File: src/rtl/alu_bist_sequencer.sv
// Self-test initiator for the 32-bit combinational ALU: drives LFSR operand pairs through all
// eight commands, checks the ALU against a built-in golden model and reports the outcome.
module alu_bist_sequencer #(
    parameter int          NUM_VECTORS   = 16,
    parameter int          SETTLE_CYCLES = 2,
    parameter logic [31:0] SEED_A        = 32'h0000_0004,
    parameter logic [31:0] SEED_B        = 32'hFFFF_FFFE
) (
    input  logic        clk,
    input  logic        reset,
    input  logic        start,
    output logic [31:0] alu_operandA,
    output logic [31:0] alu_operandB,
    output logic [2:0]  alu_command,
    input  logic [31:0] alu_result,
    input  logic        alu_carryout,
    input  logic        alu_zero,
    input  logic        alu_overflow,
    output logic        busy,
    output logic        done,
    output logic        pass,
    output logic [15:0] error_count,
    output logic [18:0] first_fail_index,
    output logic [2:0]  first_fail_command
);

    // An all-zero seed would lock the LFSR, so it is replaced by 1.
    localparam logic [31:0] SEED_A_INIT = (SEED_A == 32'd0) ? 32'd1 : SEED_A;
    localparam logic [31:0] SEED_B_INIT = (SEED_B == 32'd0) ? 32'd1 : SEED_B;
    localparam logic [31:0] LFSR_TAPS   = 32'h0040_0007;
    localparam logic [15:0] LAST_VECTOR = 16'(NUM_VECTORS - 1);
    localparam logic [7:0]  LAST_SETTLE = 8'(SETTLE_CYCLES - 1);

    localparam logic [2:0] CMD_ADD  = 3'd0;
    localparam logic [2:0] CMD_SUB  = 3'd1;
    localparam logic [2:0] CMD_XOR  = 3'd2;
    localparam logic [2:0] CMD_SLT  = 3'd3;
    localparam logic [2:0] CMD_AND  = 3'd4;
    localparam logic [2:0] CMD_NAND = 3'd5;
    localparam logic [2:0] CMD_NOR  = 3'd6;
    localparam logic [2:0] CMD_OR   = 3'd7;

    typedef enum logic [1:0] {
        ST_IDLE,
        ST_SETTLE,
        ST_CHECK,
        ST_DONE
    } state_t;

    // Galois step for x^32+x^22+x^2+x+1: multiply by x, reduce when x^32 appears.
    function automatic logic [31:0] lfsr_step(input logic [31:0] s);
        return {s[30:0], 1'b0} ^ (s[31] ? LFSR_TAPS : 32'd0);
    endfunction

    state_t      state_q, state_d;
    logic [31:0] operand_a_q, operand_a_d;
    logic [31:0] operand_b_q, operand_b_d;
    logic [2:0]  command_q, command_d;
    logic [31:0] lfsr_a_q, lfsr_a_d;
    logic [31:0] lfsr_b_q, lfsr_b_d;
    logic [15:0] vec_idx_q, vec_idx_d;
    logic [7:0]  settle_cnt_q, settle_cnt_d;
    logic [15:0] error_count_q, error_count_d;
    logic [18:0] first_fail_index_q, first_fail_index_d;
    logic [2:0]  first_fail_command_q, first_fail_command_d;

    logic [32:0] sum_ext;
    logic [32:0] diff_ext;
    logic [31:0] exp_result;
    logic        exp_carry;
    logic        exp_overflow;
    logic        exp_zero;
    logic        check_fail;
    logic [31:0] lfsr_a_adv;
    logic [31:0] lfsr_b_adv;

    always_comb begin
        sum_ext      = {1'b0, operand_a_q} + {1'b0, operand_b_q};
        diff_ext     = {1'b0, operand_a_q} + {1'b0, ~operand_b_q} + 33'd1;
        exp_result   = 32'd0;
        exp_carry    = 1'b0;
        exp_overflow = 1'b0;
        case (command_q)
            CMD_ADD: begin
                exp_result   = sum_ext[31:0];
                exp_carry    = sum_ext[32];
                exp_overflow = (operand_a_q[31] == operand_b_q[31]) &&
                               (sum_ext[31] != operand_a_q[31]);
            end
            CMD_SUB: begin
                exp_result   = diff_ext[31:0];
                exp_carry    = diff_ext[32];
                exp_overflow = (operand_a_q[31] != operand_b_q[31]) &&
                               (diff_ext[31] != operand_a_q[31]);
            end
            CMD_XOR:  exp_result = operand_a_q ^ operand_b_q;
            CMD_SLT:  exp_result = {31'd0, $signed(operand_a_q) < $signed(operand_b_q)};
            CMD_AND:  exp_result = operand_a_q & operand_b_q;
            CMD_NAND: exp_result = ~(operand_a_q & operand_b_q);
            CMD_NOR:  exp_result = ~(operand_a_q | operand_b_q);
            CMD_OR:   exp_result = operand_a_q | operand_b_q;
            default:  exp_result = 32'd0;
        endcase
        exp_zero   = (exp_result == 32'd0);
        check_fail = (alu_result != exp_result) || (alu_zero != exp_zero);
        // Carry and overflow only carry meaning for the arithmetic commands.
        if ((command_q == CMD_ADD) || (command_q == CMD_SUB)) begin
            check_fail = check_fail || (alu_carryout != exp_carry) ||
                         (alu_overflow != exp_overflow);
        end
    end

    always_comb begin
        state_d              = state_q;
        operand_a_d          = operand_a_q;
        operand_b_d          = operand_b_q;
        command_d            = command_q;
        lfsr_a_d             = lfsr_a_q;
        lfsr_b_d             = lfsr_b_q;
        vec_idx_d            = vec_idx_q;
        settle_cnt_d         = settle_cnt_q;
        error_count_d        = error_count_q;
        first_fail_index_d   = first_fail_index_q;
        first_fail_command_d = first_fail_command_q;
        lfsr_a_adv           = lfsr_step(lfsr_a_q);
        lfsr_b_adv           = lfsr_step(lfsr_b_q);

        case (state_q)
            ST_IDLE, ST_DONE: begin
                if (start) begin
                    // A rerun from DONE restarts the operand sequence from the seeds.
                    if (state_q == ST_DONE) begin
                        lfsr_a_d    = SEED_A_INIT;
                        lfsr_b_d    = SEED_B_INIT;
                        operand_a_d = SEED_A_INIT;
                        operand_b_d = SEED_B_INIT;
                    end else begin
                        operand_a_d = lfsr_a_q;
                        operand_b_d = lfsr_b_q;
                    end
                    command_d            = CMD_ADD;
                    vec_idx_d            = 16'd0;
                    settle_cnt_d         = 8'd0;
                    error_count_d        = 16'd0;
                    first_fail_index_d   = 19'd0;
                    first_fail_command_d = 3'd0;
                    state_d              = ST_SETTLE;
                end
            end
            ST_SETTLE: begin
                if (settle_cnt_q == LAST_SETTLE) begin
                    settle_cnt_d = 8'd0;
                    state_d      = ST_CHECK;
                end else begin
                    settle_cnt_d = settle_cnt_q + 8'd1;
                end
            end
            ST_CHECK: begin
                if (check_fail) begin
                    // The count saturates and never returns to zero, so zero means no failure yet.
                    if (error_count_q == 16'd0) begin
                        first_fail_index_d   = {vec_idx_q, command_q};
                        first_fail_command_d = command_q;
                    end
                    if (error_count_q != 16'hFFFF) begin
                        error_count_d = error_count_q + 16'd1;
                    end
                end
                if (command_q == CMD_OR) begin
                    if (vec_idx_q == LAST_VECTOR) begin
                        state_d = ST_DONE;
                    end else begin
                        lfsr_a_d    = lfsr_a_adv;
                        lfsr_b_d    = lfsr_b_adv;
                        operand_a_d = lfsr_a_adv;
                        operand_b_d = lfsr_b_adv;
                        vec_idx_d   = vec_idx_q + 16'd1;
                        command_d   = CMD_ADD;
                        state_d     = ST_SETTLE;
                    end
                end else begin
                    command_d = command_q + 3'd1;
                    state_d   = ST_SETTLE;
                end
            end
            default: state_d = ST_IDLE;
        endcase
    end

    always_ff @(posedge clk) begin
        if (reset) begin
            state_q              <= ST_IDLE;
            operand_a_q          <= 32'd0;
            operand_b_q          <= 32'd0;
            command_q            <= 3'd0;
            lfsr_a_q             <= SEED_A_INIT;
            lfsr_b_q             <= SEED_B_INIT;
            vec_idx_q            <= 16'd0;
            settle_cnt_q         <= 8'd0;
            error_count_q        <= 16'd0;
            first_fail_index_q   <= 19'd0;
            first_fail_command_q <= 3'd0;
        end else begin
            state_q              <= state_d;
            operand_a_q          <= operand_a_d;
            operand_b_q          <= operand_b_d;
            command_q            <= command_d;
            lfsr_a_q             <= lfsr_a_d;
            lfsr_b_q             <= lfsr_b_d;
            vec_idx_q            <= vec_idx_d;
            settle_cnt_q         <= settle_cnt_d;
            error_count_q        <= error_count_d;
            first_fail_index_q   <= first_fail_index_d;
            first_fail_command_q <= first_fail_command_d;
        end
    end

    assign alu_operandA       = operand_a_q;
    assign alu_operandB       = operand_b_q;
    assign alu_command        = command_q;
    assign busy               = (state_q == ST_SETTLE) || (state_q == ST_CHECK);
    assign done               = (state_q == ST_DONE);
    assign pass               = (state_q == ST_DONE) && (error_count_q == 16'd0);
    assign error_count        = error_count_q;
    assign first_fail_index   = first_fail_index_q;
    assign first_fail_command = first_fail_command_q;

endmodule

File: config.mk
export PLATFORM = sky130hd
export DESIGN_NAME = alu_bist_sequencer
export DESIGN_NICKNAME = d
export VERILOG_FILES = /design/src/rtl/alu_bist_sequencer.sv
export SDC_FILE = /design/constraint.sdc
export NUM_CORES = 1
export LEC_CHECK = 0
export BUFFER_PORTS_ARGS = -buffer_cell sky130_fd_sc_hd__buf_2
export CORE_UTILIZATION = 53
export CTS_CLUSTER_SIZE = 25
export DETAILED_ROUTE_END_ITERATION = 8
export PLACE_DENSITY = 0.73
export SYNTH_ARGS = -nofsm -noshare
export SYNTH_HDL_FRONTEND = slang
export SYNTH_SLANG_ARGS = --single-unit
File: constraint.sdc
create_clock -name clk -period 6.55 [get_ports clk]
set_clock_uncertainty 0.15 [all_clocks]
set_input_delay 1.31 -clock clk [delete_from_list [all_inputs] [get_ports clk]]
set_output_delay 1.31 -clock clk [all_outputs]
set_load 0.05 [all_outputs]
After elaboration in Yosys (flattened, before gate mapping)
Index checks and enable logic that the tools add are counted.

Input port bits: 38. Bits in registers: 195. Output and inout bits: 108. Logic and storage cells: 119.

Equality and inequality tests: 29. Bitwise operators: 8. Multiplexer cells: 42. Order comparisons: 1. Reductions and logical operators: 21. $add $sub $neg: 7.

Operators by type and width (number): two-way mux 32 bit (8); case mux 32 bit (8 select lines) (1); case mux 32 bit (2 select lines) (2); NOT 32 bit (3); two-way mux 16 bit (5); adder 32 x 32 -> 33 bit (2); case mux 16 bit (2 select lines) (2); bitwise XOR 32 x 23 -> 32 bit (2); two-way mux 19 bit (3); two-way mux 23 bit (2); case mux 19 bit (2 select lines) (1); adder 33 x 1 -> 33 bit (second input constant) (1); adder 16 x 1 -> 16 bit (second input constant) (2); bitwise AND 32 bit (1); zero test 32 bit (1); less-than comparator 32 bit (1); != test 32 bit (1); bitwise OR 32 bit (1); bitwise XOR 32 bit (1); == test 16 x 4 -> 1 bit (second input constant) (1); zero test 16 bit (1); two-way mux 8 bit (2); != test 16 bit (second input constant) (1); case mux 8 bit (2 select lines) (1); other kinds (28) (62).

Longest topological paths before layout
Gate-level depths: netlist of run 1.

Word-level depth: 12. Gate-level depth with buffers: 21. Depth with buffers taken out: 17.

Least setup slack after synthesis of run 1
Ideal clock, no wire load.

Path type: reg2reg. Start point: register operand_a_q[0] (netlist: alu_operandA[0]). End point: register error_count_q[5] (netlist: error_count[5]). Required time: 6284 ps. Period minus slack after synthesis: 6024 ps. Cell stages (with the launch flop): 19. Path slack: 526 ps. Library setup time: 116 ps. Path buffers: 1. Arrival time: 5758 ps. Cell sequence: dfxtp_1 > inv_1 > ha_1 > fa_1 > or2_1 > a2111o_1 > a21oi_1 > nand2_1 > a311o_1 > o31a_1 > or4b_1 > or4_1 > or4_1 > nor4_2 > mux2_2 > a21oi_2 > buf_2 > a21oi_1 > a31o_2.

Longest elaborated chain between the ends: 11. Elaborated cells between the ends (all ways): 27. Those cells by class: add/sub: 3; order compare: 1; eq/ne: 7; mux: 4; bitwise: 5; reduce/logical: 7.

RTL lines: start: declaration (RTL line 56) `logic [31:0] operand_a_q, operand_a_d;`; start signal: assignment (RTL line 205) `operand_a_q <= operand_a_d;`; adder 32 x 32 -> 33 bit, or another cell as far along (RTL line 79) `diff_ext = {1'b0, operand_a_q} + {1'b0, ~operand_b_q} + 33'd1;`; adder 33 x 1 -> 33 bit, or another cell as far along (RTL line 79); case mux 32 bit (8 select lines) (RTL line 83) `case (command_q)`; zero test 32 bit (RTL line 104) `exp_zero = (exp_result == 32'd0);`; != test 1 bit (RTL line 105) `check_fail = (alu_result != exp_result) || (alu_zero != exp_zero);`; logical OR 1 bit (RTL line 105); logical OR 1 bit (2 in series) (RTL line 108) `check_fail = check_fail || (alu_carryout != exp_carry) ||`; two-way mux 1 bit * (RTL line 107) `if ((command_q == CMD_ADD) || (command_q == CMD_SUB)) begin`; != test 2 bit (no line) *; AND reduction 4 bit (no line) *; end signal: assignment (RTL line 212) `error_count_q <= error_count_d;`; end: declaration (RTL line 63) `logic [15:0] error_count_q, error_count_d;`.

Mark *: on every way between the ends. The rest lies on a longest branch, timed or not. A chain may end at the register's enable or synchronous reset.

Worst setup path after layout of run 1
Start point: register operand_a_q[4] (netlist: alu_operandA[4]). End point: register error_count_q[15] (netlist: error_count[15]).

The elaborated chain is that of the path after synthesis.

==> results.md, run 1 <==
* Status: finished, final reports clean
* Antenna violations before repair at 1
* Detail Route Antenna Nets at 0
* Largest net degree at the start of global routing at 69
* Initial core utilization at ~54%
* GRT Overall Usage at 36.02%
* N_diodes at 0
* Root Driver: clkbuf_16
* Fin crit period at 6304 ps
* Post-Synth Adder-Cell Area at 10.22%
* # rows at 59
* CTS Buf Count at 17
* Final setup violation count at 0
* Worst slew margin at 19.42%
* Post-Synthesis Net Count at 2062
* CTS Buffer Depth at 2
* Crit path DAT at 6500 ps
* Area grow syn2layout at 10.29%
* Worst Hold Depth at 2
* Boundary Pins at between 100 and 150
* Routed vias/inst at 6.432
* RSZ-0062 raised after global routing: no
* HPWL Detailed at 36930 microns
* Top cell type by total area after synthesis: dfxtp_1
* Worst-path maximum fanout at 31
* Hold crit path type: reg2reg
* Critical Path End Type: register
* Mux contribution to synthesized area at 3.373%
* Area after DPL at 14820 sq um
* Final Net Count at around 2100
* Yosys reg bits at 160
* PnR Total Power at 4008 uW
* Critical path data required time at 6740 ps
* Synth Area per Inst at around 7.3 sq um
* Post-CTS Hold Fix Bufs at 0
* FFs w/ async S/R, synth at 0%
* Synth Area in Simple Gates at 23.26%
* Utilization after layout at 59.36%
* CTS clk-pin slew, worst paths at around 70 ps
* Number of global-route vias before repair at between 10000 and 15000
* RePlAce Congestion at ~1.0
* Htree depth at 4
* Post-Synth XOR/XNOR Area at 4.133%
* Clock Sinks at 160
* Layout cells sized above 1 at 14.31%
* Finished Cell Area at approximately 15000 sq um
* Mapped Cells at approximately 1900
* Total Wirelength at approximately 50000 microns
* Pre-antenna DRT Iters at 6
* PortBufs at 145
* F_max at 158.6 MHz
* Setup Crit Path Kind: reg2reg
* Total power divided by cell area at 259.9 nW/um^2
* Post-synth EDFFs at 0
* Final hold vios at 0
* Vias at 14920
* Worst-margin pin slew at 1178 ps
* Largest family of logic cells by synthesized area: compound AO/OA/AOI/OAI gates
* CTS tree: yes
* Post-synthesis sequential area ratio at 22.90%
* Synth top cells by count: nor2_1 (202), a21oi_1 (170), nand2_1 (163)
* DIE WIDTH at 164.4 microns
* Synth area leaders: dfxtp_1 (23%), ha_1 (9.9%), a21oi_1 (6.1%)
* Synth Area in Compound Gates at 27.32%
* Top-count cell post-synth: nor2_1
* Layout fillers at between 2000 and 2500
* DR iter-0 viols at 1720
* Max Cap Viol at 0
* Pins Over Slew Limit at 0
* Tcrit/Tclk final at a little under 100%
* Clock Latency Late Sink at roughly 430 ps
* First-pass GRT wire length at 75690 microns
* Synth top area share at 22.90%
* Synth unique cells at 90
* Synth Flop Type: dfxtp_1
* Hold slack final at 315.3 ps
* Worst vdd ir at 0.2046 mV
* Die Span Y at 164.4 microns
* DRC at 0
* Static Leak at 0.006283 uW
* Mapped Area at 13980 sq um
* Setup TNS at 0 ps
* Synth warnings at 0
* Worst-case reg-to-reg path depth at 17
* Avg WL per Cell at 21.23 microns
* CP Launch Type: register
* Die area at approximately 27000 sq um
* Core Region at 25980 sq um
* Total gr overflow at 0
-- logic make-up (layout without fill, tap and decap cells) --
| family | after synthesis | in the layout |
|---|---|---|
| and+or+nand+nor | 671 | 671 |
| AOI/OAI and AO/OA | 571 | 571 |
| buffers and inverters | 284 | 358 |
| DFF | 160 | 160 |
| adders and majority gates | 113 | 113 |
| xor gates and xnor gates | 66 | 66 |
| muxes | 46 | 46 |
-- metrics by stage --
stage          std cells  worst slack (ps)
6_report            2320             246.2
4_1_cts             2320             217.7
3_5_place_dp        2288             235.1
3_3_place_gp        2288             315.3
2_1_floorplan       1911             525.6
5_1_grt             2320             47.46
-- critical path: stages, from the launching register on --
cell and delay, ps:
dfxtp_1 430, inv_1 70, ha_1 510, o211ai_2 170, o21ai_1 410, xnor2_1 170, mux2i_1 130, or4_1 510
or4_1 490, or4b_1 510, or4_1 500, or4_1 570, nor4_4 410, mux2_2 390, a21oi_2 210, buf_12 230
a41oi_1 130, a211oi_1 220
-- placed cells by master, fill, tap and decap left out, types with 56 or more instances in the layout --
cell / n
ha_1: 110
nand3_1: 69
buf_2: 145
a21oi_1: 169
buf_4: 56
nand2_1: 163
inv_1: 120
nor2_1: 201
dfxtp_1: 159
o21ai_0: 104
-- final timing paths --
check | from | slack, ps | endpoint
worst max-delay path | alu_operandA[4] | 250 | error_count[15]
worst min-delay path | first_fail_index[12] | 320 | first_fail_index[12]
worst max register to register | alu_operandA[4] | 250 | error_count[15]
worst min register to register | first_fail_index[12] | 320 | first_fail_index[12]
-- state kept, by name, summed over array words and instances (netlist names) --
name	cells
alu_operandA	32
alu_operandB	32
lfsr_b_q	31
first_fail_index	19
error_count	16
vec_idx_q	16
settle_cnt_q	8
alu_command	3
state_q	2
lfsr_a_q	1
-- power by group --
part / internal, uW / switching [uW]
Sequential: 1080 / 128
Combinational: 592 / 1220
Clock: 511 / 476
Total: 2180 / 1820
-- what timing repair did --
action,CTS,global route
buffers inserted,0,0
resized for setup,0,4
setup endpoints to repair,0,34
endpoints found under the hold margin,0,0
-- routing by layer --
layer  part of all wire [%]  wire length [microns]  up-vias  global-route usage, %
li1                       -                      -     6983                      -
met3                    8.9                   4407      109                  4.997
met5                      0                      0        -                      0
met2                     44                  21540      771                  54.97
met4                    2.9                   1429        0                  12.97
met1                     44                  21870     7060                  51.40
-- cell type report --
class | count | area, sq um | share of cell area [%]
Clock buffer | 17 | 425.4 | 2.758
Tap cell | 335 | 419.2 | 2.718
Timing Repair Buffer | 202 | 1166 | 7.561
Sequential cell | 160 | 3204 | 20.78
Inverter | 124 | 465.4 | 3.018
Clock inverter | 15 | 158.9 | 1.030
Multi-Input combinational cell | 1467 | 9584 | 62.14
Note: power is estimated with default switching activity, not from simulation.
==> inputs of run 2 (changes only) <==
==> constraint.sdc (replaced) <==
create_clock -name clk -period 6.55 [get_ports clk]
set_clock_uncertainty 0.15 [all_clocks]
set_input_delay 0.655 -clock clk [delete_from_list [all_inputs] [get_ports clk]]
set_output_delay 0.655 -clock clk [all_outputs]
set_load 0.05 [all_outputs]
==> run 2 against run 1 <==
  * Combinational power hardly changed
  * Sequential power hardly changed
  * Power is 0.44% higher
  * Critical endpoint unchanged
  * Die area did not move
==> results.md, run 2 (synthesis results as in run 1) <==
* Postcts setup bufs at 0 (unchanged)
* Vias at 14740 (-1.2%)
* RSZ-0062 raised after global routing: no
* Layout cells sized above 1 at 14.26% (-0.043 points)
* Final setup violation count at 0 (unchanged)
* Crit path DAT at 6520 ps (+20 ps)
* Detail Route Antenna Nets at 0 (unchanged)
* Commonest non-fill, non-tap cell in the layout: nor2_1
* Leading cell types in the layout, fill and taps excluded: nor2_1 (201), a21oi_1 (169), nand2_1 (163)
* Die area at 27040 sq um (unchanged)
* Final hold vios at 0 (unchanged)
* First-pass GRT wire length at 73750 microns (-2.6%)
* PostCTS Resize Cnt at 0 (unchanged)
* # rows at 59 (unchanged)
* Critical path data required time at 6740 ps (about the same)
* HPWL Detailed at 36680 microns (-0.69%)
* Largest net degree at the start of global routing at 83 (+20%)
* Area grow syn2layout at 10.45%
* Hold crit path type: reg2reg
* Htree depth at 4 (unchanged)
* Pins Over Slew Limit at 0 (unchanged)
* Worst slew margin at 24.73% (+5.3 points)
* DR iter-0 viols at 1514 (-12%)
* Static Leak at 0.006294 uW (+0.17%)
* Final Net Count at 2122 (-0.047%)
* Post-CTS Hold Fix Bufs at 0 (unchanged)
* N_diodes at 0 (unchanged)
* Layout fillers at 2476 (-0.28%)
* DIE WIDTH at 164.4 microns (unchanged)
* Worst-path maximum fanout at 31 (unchanged)
* CTS Buf Count at 17 (unchanged)
* PortBufs at 145 (unchanged)
* Setup TNS at 0 ps (unchanged)
* Initial core utilization at 53.82% (unchanged)
* Root Driver: clkbuf_16
* Number of global-route vias before repair at 13110 (-1.0%)
* F_max at 158.0 MHz (-0.43%)
* Critical Path End Type: register
* Die Span Y at 164.4 microns (unchanged)
* Status: finished, final reports clean
* Pre-antenna DRT Iters at 5 (-1)
* CP Launch Type: register
* Boundary Pins at 146 (unchanged)
* Hold slack final at 314.8 ps (-0.5000 ps)
* Total gr overflow at 0 (unchanged)
* Clock Latency Late Sink at 440 ps (about the same)
* Total Wirelength at 48370 microns (-1.8%)
* Routed vias/inst at 6.358 (-1.2%)
* Worst-margin pin slew at 1101 ps (-77.58 ps)
* Max Cap Viol at 0 (unchanged)
* Tcrit/Tclk final at 96.65% (+0.41 points)
* Core Region at 25980 sq um (unchanged)
* CTS Buffer Depth at 2 (unchanged)
* DRC at 0 (unchanged)
* CTS clk-pin slew, worst paths at 70 ps (about the same)
* Worst vdd ir at 0.2492 mV (+22%)
* Avg WL per Cell at 20.86 microns (-1.7%)
* Antenna violations before repair at 0 (-1)
* GRT Overall Usage at 35.29% (-0.73 points)
* Clock Sinks at 160 (unchanged)
* RePlAce Congestion at 0.9962 (-1.2%)
* CTS tree: yes
* Fin crit period at 6331 ps (+27.07 ps)
* Utilization after layout at 59.44% (+0.087 points)
* Setup Crit Path Kind: reg2reg
* Total power divided by cell area at 260.6 nW/um^2 (+0.29%)
-- run 2: through the flow --
step / std cells / total power, uW / setup WS [ps] / area (sq um)
floorplan: 1911 / 2488 / 525.6 / 13980
global placement: 2287 / 2957 / 347.8 / 14810
detailed placement: 2287 / 2968 / 261.6 / 14810
CTS: 2319 / 4000 / 186.5 / 15430
global route: 2319 / 4243 / 16.33 / 15450
finish: 2319 / 4026 / 219.1 / 15450
-- run 2: power by group --
group	internal [uW]	leakage (uW)	total (uW)	switching [uW]
combinational	586	0.00469	1790	1200
clock	552	0.000298	1030	477
sequential	1080	0.00130	1210	126
total	2220	0.00629	4030	1810
-- run 2: routing by layer --
metal,wire (microns),track usage (%),up-vias
li1,-,-,6986
met1,21340,48.11,6997
met2,21270,54.81,682
met3,4292,7.885,79
met4,1473,11.68,0
met5,0,0,-
-- run 2: critical path, cell delays in order, from the launching register on --
cell	delay, ps
dfxtp_1	430
inv_1	90
ha_1	240
fa_1	450
or2_1	260
a2111o_1	480
a211oi_1	590
o2111ai_1	340
a21oi_2	390
o32ai_1	130
a311o_1	380
or4b_2	680
nor4_4	440
mux2_2	390
a21oi_2	180
buf_12	220
a41oi_1	130
a211oi_1	220
-- run 2: final timing paths --
| path | cells past startpoint | startpoint | slack, ps | to |
|---|---|---|---|---|
| worst max-delay path | 17 | alu_operandA[0] | 220 | error_count[15] |
| worst max register to register | 17 | alu_operandA[0] | 220 | error_count[15] |
| worst min-delay path | 2 | first_fail_index[15] | 310 | first_fail_index[15] |
| worst min register to register | 2 | first_fail_index[15] | 310 | first_fail_index[15] |
-- run 2: layout make-up --
type	instances	area [sq um]	share of cell area, %
sequential	160	3204	20.75
multi-input combinational	1467	9582	62.03
clock inverter	15	191.4	1.239
timing repair buffer	201	1159	7.501
clock buffer	17	425.4	2.754
inverter	124	465.4	3.013
tap	335	419.2	2.714
